### src/rtl/albatea_pkg.sv
// Shared types, widths and helpers for the parametrised AlbaTEA toggle-puzzle core.
package albatea_pkg;

  localparam int unsigned N_MAX     = 16;
  localparam int unsigned MAT_MAX   = N_MAX * N_MAX;
  localparam int unsigned IDX_MAX_W = $clog2(MAT_MAX);
  localparam int unsigned EST_W     = 4;
  localparam int unsigned VIDAS_W   = 4;

  typedef enum logic [EST_W-1:0] {
    INICIAL = 4'd0,
    CARREGA = 4'd1,
    JOGANDO = 4'd2,
    PASSOU  = 4'd3,
    FALHOU  = 4'd4,
    GANHOU  = 4'd5,
    PERDEU  = 4'd6
  } estado_t;

  // Counter width that never collapses to zero bits.
  function automatic int unsigned largura(input int unsigned valor);
    return (valor > 1) ? $clog2(valor) : 1;
  endfunction

  // Row i and column i of an n x n matrix; the shared cell (i,i) is set as well.
  function automatic logic [MAT_MAX-1:0] mascara_cruz(input int unsigned i, input int unsigned n);
    logic [MAT_MAX-1:0] mascara;
    mascara = '0;
    for (int unsigned r = 0; r < N_MAX; r++) begin
      for (int unsigned c = 0; c < N_MAX; c++) begin
        if (r < n && c < n && (r == i || c == i)) begin
          mascara[IDX_MAX_W'(r * n + c)] = 1'b1;
        end
      end
    end
    return mascara;
  endfunction

endpackage

### src/rtl/albatea_nucleo_param_if.sv
// Player controls, pattern ROM data and display/status outputs of the puzzle core.
interface albatea_nucleo_param_if #(
  parameter int unsigned N          = 8,
  parameter int unsigned NUM_NIVEIS = 8
);
  import albatea_pkg::*;

  localparam int unsigned NIVEL_W = largura(NUM_NIVEIS);

  logic                 jogar;
  logic                 rst_niv;
  logic [N-1:0]         botoes;
  logic [N*N-1:0]       padrao_alvo;
  logic [N-1:0]         linhas;
  logic [N-1:0]         colunas;
  logic [NIVEL_W-1:0]   nivel;
  logic                 passou_nivel;
  logic                 ganhou;
  logic                 perdeu;
  logic [EST_W-1:0]     db_estado;
  logic [VIDAS_W-1:0]   db_vidas;

  modport master (
    output jogar, rst_niv, botoes, padrao_alvo,
    input  linhas, colunas, nivel, passou_nivel, ganhou, perdeu, db_estado, db_vidas
  );

  modport slave (
    input  jogar, rst_niv, botoes, padrao_alvo,
    output linhas, colunas, nivel, passou_nivel, ganhou, perdeu, db_estado, db_vidas
  );

endinterface

### src/rtl/varredura_matriz.sv
// Row scanner: one row active at a time, each held for T_VARRE cycles.
module varredura_matriz
  import albatea_pkg::*;
#(
  parameter int unsigned N       = 8,
  parameter int unsigned T_VARRE = 5_000
) (
  input  logic           clock,
  input  logic           reset_n,
  input  logic [N*N-1:0] matriz,
  output logic [N-1:0]   linhas,
  output logic [N-1:0]   colunas
);

  localparam int unsigned CNT_W = largura(T_VARRE);
  localparam int unsigned ROW_W = largura(N);

  logic [CNT_W-1:0] cnt, cnt_n;
  logic [ROW_W-1:0] linha, linha_n;
  logic [N-1:0]     linhas_n, colunas_n;

  // Outputs are computed from the next row so linhas and colunas switch together.
  always_comb begin
    cnt_n     = cnt + CNT_W'(1);
    linha_n   = linha;
    linhas_n  = '0;
    colunas_n = '0;
    if (cnt == CNT_W'(T_VARRE - 1)) begin
      cnt_n   = '0;
      linha_n = (linha == ROW_W'(N - 1)) ? '0 : linha + ROW_W'(1);
    end
    for (int unsigned r = 0; r < N; r++) begin
      if (linha_n == ROW_W'(r)) begin
        linhas_n[r] = 1'b1;
        colunas_n   = matriz[r*N +: N];
      end
    end
  end

  always_ff @(posedge clock or negedge reset_n) begin
    if (!reset_n) begin
      cnt     <= '0;
      linha   <= '0;
      linhas  <= N'(1);
      colunas <= '0;
    end else begin
      cnt     <= cnt_n;
      linha   <= linha_n;
      linhas  <= linhas_n;
      colunas <= colunas_n;
    end
  end

endmodule

### src/rtl/albatea_nucleo_param.sv
// Toggle-puzzle game core: level/lives/timer FSM, NxN matrix register and row scanner.
module albatea_nucleo_param
  import albatea_pkg::*;
#(
  parameter int unsigned N          = 8,
  parameter int unsigned NUM_NIVEIS = 8,
  parameter int unsigned T_LIMITE   = 50_000_000,
  parameter int unsigned T_VARRE    = 5_000,
  parameter int unsigned VIDAS      = 3
) (
  input logic                   clock,
  input logic                   reset_n,
  albatea_nucleo_param_if.slave bus
);

  localparam int unsigned MAT_W   = N * N;
  localparam int unsigned NIVEL_W = largura(NUM_NIVEIS);
  localparam int unsigned TIMER_W = largura(T_LIMITE);

  estado_t              estado, estado_n;
  logic [MAT_W-1:0]     m, m_n, alvo, alvo_n, alterna;
  logic [NIVEL_W-1:0]   nivel, nivel_n;
  logic [VIDAS_W-1:0]   vidas, vidas_n;
  logic [TIMER_W-1:0]   timer, timer_n;
  logic [N-1:0]         botoes_q, borda;
  logic                 passou_q, ganhou_q, perdeu_q;

  assign borda = bus.botoes & ~botoes_q;

  // Simultaneous presses combine by XOR of their cross masks.
  always_comb begin
    alterna = '0;
    for (int unsigned i = 0; i < N; i++) begin
      if (borda[i]) alterna = alterna ^ MAT_W'(mascara_cruz(i, N));
    end
  end

  always_comb begin
    estado_n = estado;
    m_n      = m;
    alvo_n   = alvo;
    nivel_n  = nivel;
    vidas_n  = vidas;
    timer_n  = timer;
    case (estado)
      INICIAL, GANHOU, PERDEU: begin
        if (bus.jogar) begin
          nivel_n  = '0;
          vidas_n  = VIDAS_W'(VIDAS);
          estado_n = CARREGA;
        end
      end
      CARREGA: begin
        alvo_n   = bus.padrao_alvo;
        m_n      = '0;
        timer_n  = '0;
        estado_n = JOGANDO;
      end
      JOGANDO: begin
        // A solved board wins over a timeout, which wins over a level restart.
        if (m == alvo) begin
          estado_n = PASSOU;
        end else if (timer == TIMER_W'(T_LIMITE - 1)) begin
          estado_n = FALHOU;
        end else if (bus.rst_niv) begin
          m_n     = '0;
          timer_n = '0;
        end else begin
          m_n     = m ^ alterna;
          timer_n = timer + TIMER_W'(1);
        end
      end
      PASSOU: begin
        if (nivel == NIVEL_W'(NUM_NIVEIS - 1)) begin
          estado_n = GANHOU;
        end else begin
          nivel_n  = nivel + NIVEL_W'(1);
          estado_n = CARREGA;
        end
      end
      FALHOU: begin
        if (vidas != '0) vidas_n = vidas - VIDAS_W'(1);
        estado_n = (vidas <= VIDAS_W'(1)) ? PERDEU : CARREGA;
      end
      default: estado_n = INICIAL;
    endcase
  end

  always_ff @(posedge clock or negedge reset_n) begin
    if (!reset_n) begin
      estado   <= INICIAL;
      m        <= '0;
      alvo     <= '0;
      nivel    <= '0;
      vidas    <= VIDAS_W'(VIDAS);
      timer    <= '0;
      botoes_q <= '0;
      passou_q <= 1'b0;
      ganhou_q <= 1'b0;
      perdeu_q <= 1'b0;
    end else begin
      estado   <= estado_n;
      m        <= m_n;
      alvo     <= alvo_n;
      nivel    <= nivel_n;
      vidas    <= vidas_n;
      timer    <= timer_n;
      botoes_q <= bus.botoes;
      passou_q <= (estado_n == PASSOU);
      ganhou_q <= (estado_n == GANHOU);
      perdeu_q <= (estado_n == PERDEU);
    end
  end

  assign bus.nivel        = nivel;
  assign bus.db_estado    = estado;
  assign bus.db_vidas     = vidas;
  assign bus.passou_nivel = passou_q;
  assign bus.ganhou       = ganhou_q;
  assign bus.perdeu       = perdeu_q;

  varredura_matriz #(
    .N       (N),
    .T_VARRE (T_VARRE)
  ) u_varredura (
    .clock   (clock),
    .reset_n (reset_n),
    .matriz  (m),
    .linhas  (bus.linhas),
    .colunas (bus.colunas)
  );

endmodule
### src/flat_wrapper.sv
// flat-port wrapper written by rule: the top's interface ports become plain ports
module albatea_nucleo_param_flat import albatea_pkg::*;
#(
  parameter int unsigned N          = 8,
  parameter int unsigned NUM_NIVEIS = 8,
  parameter int unsigned T_LIMITE   = 50_000_000,
  parameter int unsigned T_VARRE    = 5_000,
  parameter int unsigned VIDAS      = 3
)
  (clock, reset_n, bus_jogar, bus_rst_niv, bus_botoes, bus_padrao_alvo, bus_linhas, bus_colunas, bus_nivel, bus_passou_nivel, bus_ganhou, bus_perdeu, bus_db_estado, bus_db_vidas);
  albatea_nucleo_param_if #(.N(N), .NUM_NIVEIS(NUM_NIVEIS)) bus_i ();
  input logic clock;
  input logic reset_n;
  input wire logic [$bits(bus_i.jogar)-1:0] bus_jogar;
  input wire logic [$bits(bus_i.rst_niv)-1:0] bus_rst_niv;
  input wire logic [$bits(bus_i.botoes)-1:0] bus_botoes;
  input wire logic [$bits(bus_i.padrao_alvo)-1:0] bus_padrao_alvo;
  output wire logic [$bits(bus_i.linhas)-1:0] bus_linhas;
  output wire logic [$bits(bus_i.colunas)-1:0] bus_colunas;
  output wire logic [$bits(bus_i.nivel)-1:0] bus_nivel;
  output wire logic [$bits(bus_i.passou_nivel)-1:0] bus_passou_nivel;
  output wire logic [$bits(bus_i.ganhou)-1:0] bus_ganhou;
  output wire logic [$bits(bus_i.perdeu)-1:0] bus_perdeu;
  output wire logic [$bits(bus_i.db_estado)-1:0] bus_db_estado;
  output wire logic [$bits(bus_i.db_vidas)-1:0] bus_db_vidas;
  assign bus_i.jogar = bus_jogar;
  assign bus_i.rst_niv = bus_rst_niv;
  assign bus_i.botoes = bus_botoes;
  assign bus_i.padrao_alvo = bus_padrao_alvo;
  assign bus_linhas = bus_i.linhas;
  assign bus_colunas = bus_i.colunas;
  assign bus_nivel = bus_i.nivel;
  assign bus_passou_nivel = bus_i.passou_nivel;
  assign bus_ganhou = bus_i.ganhou;
  assign bus_perdeu = bus_i.perdeu;
  assign bus_db_estado = bus_i.db_estado;
  assign bus_db_vidas = bus_i.db_vidas;
  albatea_nucleo_param #(.N(N), .NUM_NIVEIS(NUM_NIVEIS), .T_LIMITE(T_LIMITE), .T_VARRE(T_VARRE), .VIDAS(VIDAS)) u_core (.clock(clock), .reset_n(reset_n), .bus(bus_i));
endmodule
### config.mk
export PLATFORM = sky130hd
export DESIGN_NAME = albatea_nucleo_param_flat
export DESIGN_NICKNAME = d
export VERILOG_FILES = /design/src/rtl/albatea_pkg.sv /design/src/rtl/albatea_nucleo_param_if.sv /design/src/rtl/varredura_matriz.sv /design/src/rtl/albatea_nucleo_param.sv /design/src/flat_wrapper.sv
export SDC_FILE = /design/constraint.sdc
export NUM_CORES = 1
export LEC_CHECK = 0
export CORE_ASPECT_RATIO = 0.75
export CORE_MARGIN = 2
export CORE_UTILIZATION = 35
export CTS_BUF_LIST = sky130_fd_sc_hd__clkbuf_4
export DETAILED_ROUTE_END_ITERATION = 7
export PLACE_DENSITY = 0.51
export SYNTH_ARGS = -nofsm -noshare
export SYNTH_HDL_FRONTEND = slang
export SYNTH_SLANG_ARGS = --single-unit
### constraint.sdc
create_clock -name clock -period 2.7 [get_ports clock]
set_clock_uncertainty 0.2 [all_clocks]
set_input_delay 0.81 -clock clock [delete_from_list [all_inputs] [get_ports clock]]
set_output_delay 0.81 -clock clock [all_outputs]
set_load 0.01 [all_outputs]
==> results.md, run 1 <==
- Num CTS Buffers: between 50 and 60
- Reg2reg end: u_core.m[52]
- Initial core utilization: 0.357
- Via count: approximately 9k
- Drt drc: 0
- Initial antenna violation count: 1
- Nets: 1332
- Max_slew headroom: 0.548
- Die Ht: 156 um
- Hold crit path type: reg -> reg
- H-tree Lvls: 2
- Yosys cell types: 73
- Final setup violating endpoints: 0
- Post-synthesis register bit count: between 200 and 250
- RD Place Congestion: around 0.9
- Core area: around 0.03 mm^2
- CTS Sinks: ~210
- Crit start category: register
- Crit path time final: between 2 and 3 ns
- Most used cell, CP: buf_12
- CTS clock-pin slew for the worst setup and hold paths: 0.07 ns
- Syn Area/Cell: roughly 11 um^2
- Fraction of layout cells with a size suffix above 1: 0.260
- Outcome: finished clean
- Maximum Capacitance Violations: 0
- Total GRT Usage: 0.214
- Setup Crit Path Kind: reg -> reg
- HPWL after DPL: 24.5 mm
- Hold Fails Final Rpt: 0
- WL/cell: just over 20 um
- Mapped cell area: 0.0108 mm^2
- Clock Path Buffers: 3
- Worst-path fanout max: 38
- Share of the synthesized area in the top cell type: 0.475
- Largest net degree at the start of global routing: 66
- Cell Chain, Critical Path: xnor2_1 > nand4_1 > nor4_2 > buf_4 > and4_1 > buf_12 > a21oi_4 > buf_12 > a31oi_1
- Post-place instance area: 0.0132 mm^2
- Final period util: 0.972
- CP required: 3.11 ns
- PD cells: ~770 mW/mm^2
- Grt ovf: 0
- R2R depth: 9
- Hold_sp: u_core.timer[13]
- Syn Nets: between 1k and 1.5k
- Fmax: 381 MHz
- Design area: between 0.01 and 0.015 mm^2
- Post-synth EDFFs: 0
- Pre-CTS WS: between 0.008 and 0.009 ns
- Clk_lat worst skew: a little over 0.7 ns
- Seq/Total Area, Yosys: 0.482
- Core Rows: between 50 and 60
- Die area: around 0.032 mm^2
- Mapped Cells: ~1.0k
- Slew @ Worst Pin: roughly 0.68 ns
- CTS tree: built
- Async set-reset flop share out of synthesis: 1.00
- Hold Path Cell Cnt: 1
- Vias in the first global route: approximately 9k
- Ports: between 100 and 150
- Pleak: about 5.8 nW
- Area growth syn-to-layout: 29.3%
- Setup ws final: ~0.075 ns
- First-pass GRT wire length: ~53 mm
- Critical Path AT: ~3.0 ns
- Routed wire length: 34.2 mm
- Drt pass-1 iters: 5
- RR Startpoint: u_core.alvo[6]
- Slowest CP cell: dfrtp_2
- Slowest stage delay, CP: around 0.46 ns
- PnR Total Power: ~11 mW
- Largest cells by area after synthesis: dfrtp_1 47%, a31oi_1 7.4%, mux2_2 7.0%
- Worst hold endpoint: u_core.timer[13]
- CP endpoint kind: register
- I/O Buffers: roughly 110
- Clock root buffer: clkbuf_4
- Yosys warns: 0
- Post-DRT Antenna Nets: 0
- Initial DRC count: between 600 and 700
- Max-slew violations: 0
- Vias per cell: 5.47
- Cell taking the most area after synthesis: dfrtp_1
- Ys flop type: dfrtp_1
- Peak supply drop: 0.346 mV
- R2R setup slack: 0.07 ns
- Die W: approximately 210 um
power by group:
part | leakage [nW] | internal [mW] | switching, mW
clock | 0.399 | 1.33 | 1.37
sequential | 2.64 | 3.99 | 1.07
combinational | 2.80 | 1.69 | 1.29
repair_timing:
action | in CTS | in global routing
gates cloned | 0 | 0
endpoints found under the setup margin | 31 | 95
hold buffers | 1 | 0
hold endpoints to repair | 46 | 0
pin swaps | 1 | 3
gates resized for setup | 19 | 16
buffers inserted | 5 | 1
logic make-up after synthesis:
| family | Yosys count | synth area share |
|---|---|---|
| compound gates | 273 | 0.167 |
| xor+xnor | 102 | 0.0826 |
| simple gates | 276 | 0.150 |
| flops | 208 | 0.482 |
| fa+ha+maj | 9 | 0.0104 |
| buf+inv | 82 | 0.0310 |
| mux | 74 | 0.0766 |
| other cells | 1 | 0.000347 |
sequential cells by signal (all words and copies together), names as in the netlist:
name / count
u_core.timer: 26
u_core.m: 64
u_core.bus.ganhou: 1
u_core.bus.nivel: 3
u_core.bus.db_estado: 4
u_core.u_varredura.cnt: 13
u_core.bus.db_vidas: 4
u_core.u_varredura.linhas: 8
u_core.bus.passou_nivel: 1
u_core.u_varredura.linha: 3
u_core.botoes_q: 8
u_core.u_varredura.colunas: 8
u_core.alvo: 64
u_core.bus.perdeu: 1
cell usage in the layout (no fill, tap or decap), drive strengths merged, types with 12 or more instances in the layout:
cell             n
dfrtp          205
clkinv          14
a21oi           24
o21ai           31
nor2            49
inv             17
buf            125
and3            14
nand3           15
or2             35
nand4           25
dlygate4sd2     14
o211ai          30
xnor2           84
clkdlybuf4s50   89
nor3            12
nand2b          17
clkbuf          80
xor2            18
a31oi          128
nand2           43
mux2            67
per-layer routing:
| layer | share of wire | routed length (um) | GRT usage |
|---|---|---|---|
| met5 | 0 | 0 | 0 |
| met4 | 0.016 | 544 | 0.0588 |
| met3 | 0.088 | 3000 | 0.0518 |
| met2 | 0.40 | 13700 | 0.287 |
| met1 | 0.49 | 16900 | 0.336 |
cells in the mapped netlist (6+ instances only):
cell,instances
clkbuf_1,44
nor2b_1,11
mux2i_1,6
and3_1,13
nand2_1,42
buf_1,9
o22ai_1,7
inv_1,15
a22oi_1,9
nor4_1,9
a31oi_1,128
mux2_2,67
or3_1,8
o211ai_1,30
buf_2,10
or2_2,22
a221oi_1,7
dfrtp_1,205
o21ai_0,31
nand4_1,25
xnor2_1,84
nand2b_1,17
xor2_1,18
a21oi_1,23
nor2_1,47
ha_1,9
nand3b_1,9
nand3_1,15
or2_1,12
nor3_1,10
worst max-delay path: cells and delay by family (launching register included):
family	cells	cell delay (ns)
simple gates	3	0.80
buf+inv	3	0.53
flops	1	0.46
compound gates	2	0.29
xor+xnor	1	0.22
metrics by stage:
step            TNS [ns]  utilization  std cells  hold slack [ns]
2_1_floorplan          0            -       1025            0.255
6_report               0        0.462       1684            0.310
5_1_grt        -0.000192        0.462       1684            0.323
3_3_place_gp           0        0.436       1582            0.274
3_5_place_dp           0        0.436       1582            0.290
4_1_cts                0        0.459       1682            0.298
how the worst max path moves through the flow:
stage	startpoint	to	slack [ns]	cells past startpoint
floorplan	u_core.u_varredura.cnt[0]	u_core.u_varredura.colunas[6]	0.23	9
global placement	bus_rst_niv	u_core.m[46]	0.02	7
detailed placement	bus_rst_niv	u_core.m[40]	0.008	7
CTS	u_core.alvo[6]	u_core.m[46]	0.004	9
global route	u_core.alvo[6]	u_core.m[14]	-0.0002	9
finish	u_core.alvo[6]	u_core.m[52]	0.07	9
layout make-up:
type,count,area (um^2)
Clock inverter,15,61.3
Sequential cell,208,5210
Multi-Input combinational cell,735,5370
Inverter,16,60.1
Tap cell,399,499
Fill cell,2902,16300
Timing Repair Buffer,231,2180
Clock buffer,79,593
Antenna cell,1,2.50
No activity file was read; power rests on OpenSTA's default activity.
==> run 2, diff against run 1 <==
- CELL_PAD_IN_SITES_DETAIL_PLACEMENT: unset -> 1
- CELL_PAD_IN_SITES_GLOBAL_PLACEMENT: unset -> 1
- PLACE_DENSITY: 0.51 -> 0.62
- clock period: 2.7 -> 3.04 ns (I/O delays scaled with it)
==> run 2 against run 1 <==
- combinational power down 22%
- non-clock buffer count shrank 53
- sequential cell count unchanged
- global-route usage is 1.4 points higher
- first-iteration DRC count decreased by 16%
- critical path type is now reg -> out
- highest routed layer is now met5
==> results.md, run 2 (same netlist as run 1, synthesis figures left out) <==
- Outcome: finished clean
- Clk_lat worst skew: slightly above 0.7 ns
- CTS clock-pin slew for the worst setup and hold paths: around 0.06 ns
- Ports: around 110
- H-tree Lvls: 2
- Via count: 9095
- Fmax: between 300 and 400 MHz
- Total GRT Usage: 0.228
- Area growth syn-to-layout: 24.6%
- Initial antenna violation count: 2
- Hold Path Cell Cnt: 1
- Final setup violating endpoints: 0
- First-pass GRT wire length: approximately 56 mm
- Post-DRT Antenna Nets: 0
- Slew @ Worst Pin: around 0.68 ns
- Fraction of layout cells with a size suffix above 1: 0.219
- CP required: between 1.5 and 2 ns
- PnR Total Power: just over 9 mW
- I/O Buffers: roughly 110
- Setup ws final: around 0.12 ns
- Grt ovf: 0
- Max-slew violations: 0
- Initial core utilization: 0.357
- Largest net degree at the start of global routing: 60
- CTS tree: built
- Final period util: 0.959
- Core area: 0.0303 mm^2
- Hold crit path type: reg -> reg
- Die area: around 0.032 mm^2
- CTS Sinks: approximately 210
- WL/cell: about 22 um
- Hold Fails Final Rpt: 0
- Met3 Use GR: 0.0677
- Worst-path fanout max: 11
- Most common cell after layout, fill and taps aside: dfrtp_1
- RD Place Congestion: around 0.83
- Die Ht: 156 um
- Initial DRC count: 586
- Maximum Capacitance Violations: 0
- Gr busiest metal: met1
- Vias in the first global route: roughly 9.4k
- Setup TNS: 0 ns
- Die W: between 200 and 250 um
- DP Cell Count: approximately 1.5k
- Crit path time final: 2.92 ns
- Core Rows: 55
- Most frequent cells in the layout: 205 x dfrtp_1, 128 x a31oi_1, 103 x clkdlybuf4s50_1, 86 x clkbuf_4, 84 x xnor2_1
- Largest regs: u_core.alvo (64), u_core.m (64), u_core.timer (26)
- R2R depth: 8
- Non-filler cells, final: about 1.6k
- Pre-CTS WS: approximately 0.09 ns
- RSZ-0062 raised after global routing: false
- Drt drc: 0
- PD cells: slightly below 700 mW/mm^2
- Met2 GRT Util: 0.327
- Clock root buffer: clkbuf_4
- GR Util met1: 0.331
- Nets: ~1.3k
- Peak supply drop: 0.234 mV
- Critical Path AT: 1.80 ns
- CP endpoint kind: output pin
- Drt pass-1 iters: 5
- Vias per cell: between 5 and 6
- Num CTS Buffers: 56
- Clock Path Buffers: 3
- Max_slew headroom: 0.544
- Pleak: 5.50 nW
- Routed wire length: about 36 mm
- Setup Crit Path Kind: reg -> out
- Crit start category: register
- HPWL after DPL: around 25 mm
## run 2: what timing repair did
action	4_1_cts	5_1_grt
setup endpoints to repair	0	1
hold buffers	1	0
buffers inserted	0	0
endpoints found under the hold margin	49	0
gates resized for setup	0	1
## run 2: area by class of cell
cell class              count  area, um^2
repair buffers            178        1730
diodes                      1        2.50
clock buffers              86         646
well taps                 399         499
multi-input cells         735        5300
clock inverters             7        26.3
inverters                  16        60.1
fillers                  3349       16800
flip-flops and latches    208        5210
## run 2: worst max-delay path, cell delays in order (launching register included)
cell and delay (ns):
dfrtp_1 0.35, buf_4 0.20, clkdlybuf4s50_1 0.56
## run 2: final timing paths
check	start	to	slack, ns
min in group asynchronous	reset_n	u_core.botoes_q[3]	0.55
max	u_core.bus.db_estado[3]	bus_db_estado[3]	0.12
max reg2reg	u_core.u_varredura.linha[1]	u_core.u_varredura.colunas[4]	0.26
min	u_core.u_varredura.cnt[0]	u_core.u_varredura.cnt[0]	0.29
min reg2reg	u_core.u_varredura.cnt[0]	u_core.u_varredura.cnt[0]	0.29
max in group asynchronous	reset_n	u_core.bus.db_vidas[1]	1.38
## run 2: power by group
group / total (mW) / leakage, nW / switching (mW) / internal [mW]
Sequential: 4.55 / 2.65 / 1.01 / 3.54
Combinational: 2.33 / 2.44 / 0.984 / 1.34
Clock: 2.48 / 0.412 / 1.21 / 1.26
## run 2: metrics by stage
step	hold WS [ns]	area, um^2	utilization
floorplan	0.255	10800	-
global placement	0.280	12800	0.422
detailed placement	0.287	12800	0.422
CTS	0.296	13500	0.445
global route	0.351	13500	0.445
finish	0.292	13500	0.445
## run 2: layer usage
layer,vias up,part of all wire
met4,2,0.021
met1,4560,0.48
met2,287,0.42
met3,62,0.079
li1,4184,-
met5,-,0.00033
==> run 3, diff against run 2 <==
- ABC_AREA: unset -> 1
- PLACE_DENSITY: 0.62 -> 0.65
==> run 3 against run 2 <==
- critical path depth down 1
- hold slack improved by 0.0044 ns
- critical path type unchanged
- register-to-register slack improved by 0.03 ns
- cell area increased by 3.8%
- sequential cell count stayed put
- first-iteration DRC count decreased by 4.1%
- sequential share of layout area fell by 1.4 points
- global-route usage shrank 1.9 points
- sequential power fell by 24%
- clock-buffer cell count decreased by 5
==> results.md, run 3 <==
- Drt drc: 0
- Vias per cell: between 4 and 5
- Num CTS Buffers: 58
- Yosys cell types: 41
- CTS clock-pin slew for the worst setup and hold paths: about 0.06 ns
- Seq. cell area: between 0.005 and 0.006 mm^2
- CP endpoint kind: output pin
- Initial core utilization: 0.355
- Synth top cells by count: 503 x nand2_1, 205 x dfrtp_1, 164 x nor2_1
- PnR Total Power: around 7.5 mW
- Post-synthesis register bit count: between 200 and 250
- Ports: roughly 110
- Most frequent cells in the layout: 503 x nand2_1, 203 x dfrtp_1, 164 x nor2_1, 121 x xnor2_1, 102 x clkdlybuf4s50_1
- Clock root buffer: clkbuf_4
- Hold crit path type: reg -> reg
- Final core occ: 0.432
- Nets: ~1.7k
- Seq/Total Area, Yosys: 0.453
- Die area: around 0.034 mm^2
- H-tree Lvls: 2
- Initial DRC count: 562
- Die Ht: between 150 and 200 um
- Post-CTS Setup Repair Bufs: 0
- Via count: 10.0k
- Cell taking the most area after synthesis: dfrtp_1
- Area growth syn-to-layout: 21.6%
- Largest net degree at the start of global routing: a little over 90
- Max-slew violations: 0
- Async set-reset flop share out of synthesis: 1.00
- Ys flop type: dfrtp_1
- RSZ-0062 raised after global routing: false
- Drt pass-1 iters: 4
- I/O Buffers: about 110
- Mapped cell area: approximately 0.011 mm^2
- Pleak: 6.12 nW
- Setup Crit Path Kind: reg -> out
- Most common cell in the netlist: nand2_1
- Cell Chain, Critical Path: clkdlybuf4s50_1
- Largest cells by area after synthesis: dfrtp_1 45%, nand2_1 16%, xnor2_1 9.2%
- Clock Path Buffers: 3
- RD Place Congestion: 0.866
- WL/cell: about 16 um
- Slowest stage delay, CP: between 0.5 and 0.6 ns
- Vias in the first global route: ~10k
- Worst-path fanout max: 3
- Final period util: 0.962
- Share of the synthesized area in the top cell type: 0.446
- CP required: about 1.9 ns
- HPWL after DPL: ~24 mm
- Initial antenna violation count: 1
- Slowest CP cell: dfstp_2
- Syn Nets: around 1.6k
- Syn Area/Cell: 7.83 um^2
- Total GRT Usage: 0.209
- Crit path time final: about 2.9 ns
- Fmax: roughly 340 MHz
- Clk_lat worst skew: 0.75 ns
- Post-DRT Antenna Nets: 0
- Crit start category: register
- Core Rows: 57
- Peak supply drop: between 0.2 and 0.3 mV
- Maximum Capacitance Violations: 0
- Final setup violating endpoints: 0
- Mapped Cells: around 1.5k
- Routed wire length: between 30 and 40 mm
- Setup TNS: 0 ns
- Most common cell after layout, fill and taps aside: nand2_1
- Outcome: finished clean
- Hold Fails Final Rpt: 0
- Area of the multi-input gates: 0.00568 mm^2
- Max_slew headroom: 0.520
- Core area: 0.0324 mm^2
- First-pass GRT wire length: about 56 mm
- Fraction of layout cells with a size suffix above 1: 0.0941
- Die W: roughly 210 um
- CTS tree: built
- Post-synth EDFFs: 0
- Number of fill cells: 4025
- PD cells: ~540 mW/mm^2
- Slew @ Worst Pin: 0.720 ns
- Yosys warns: 0
- Largest regs: u_core.alvo (64), u_core.m (64), u_core.timer (26)
- Critical Path AT: between 1.5 and 2 ns
- Buffer and inverter count on the worst path: 1
- CP delay by family, top: flip-flops
- CTS Sinks: 208
- Grt ovf: 0
## run 3: layer usage
layer  vias to the layer above  track usage  routed length, um
li1                       4953            -                  -
met1                      4811        0.309              17600
met2                       168        0.308              14700
met3                        73       0.0387               1400
met4                         0       0.0660                845
met5                         -            0                  0
## run 3: cell type report
cell class              count  area share
multi-input cells        1121       0.406
flip-flops and latches    208       0.373
repair buffers            140       0.105
clock buffers              81      0.0435
well taps                 442      0.0396
inverters                  82      0.0220
clock inverters            25      0.0108
diodes                      1    0.000179
## run 3: repair_timing
action / in CTS / in global routing
hold endpoints to repair: 32 / 0
resized for setup: 3 / 0
hold buffers: 1 / 0
setup endpoints to repair: 3 / 0
## run 3: final timing paths
path | from | endpoint | slack [ns] | cells past startpoint
worst max-delay path | u_core.bus.db_vidas[1] | bus_db_vidas[1] | 0.12 | 1
worst min-delay path | u_core.alvo[53] | u_core.alvo[53] | 0.30 | 2
worst max register to register | u_core.u_varredura.cnt[0] | u_core.u_varredura.colunas[3] | 0.29 | 14
worst min register to register | u_core.alvo[53] | u_core.alvo[53] | 0.30 | 2
max in group asynchronous | reset_n | u_core.alvo[15] | 1.47 | 3
min in group asynchronous | reset_n | u_core.alvo[35] | 0.45 | 2
## run 3: per-stage QoR
step	setup slack [ns]	hold WS (ns)	std cells	cell area [um^2]
after floorplan	0.855	0.256	1469	11500
after global placement	0.285	0.274	1992	13200
after detailed placement	0.221	0.284	1992	13200
after CTS	0.00822	0.297	2099	14000
after global routing	0.0112	0.317	2100	14000
final	0.116	0.296	2100	14000
## run 3: where the power goes
group	leakage, nW	internal, mW	switching, mW	total, mW
clock network	0.446	1.40	1.28	2.68
logic	2.93	0.637	0.731	1.37
registers	2.74	3.13	0.321	3.45
total	6.12	5.16	2.33	7.50
## run 3: cells by family after synthesis
family	synth area share
fa+ha+maj	0.00980
compound gates	0.0623
other cells	0.000326
simple gates	0.288
xor+xnor	0.133
buf+inv	0.0537
flops	0.453
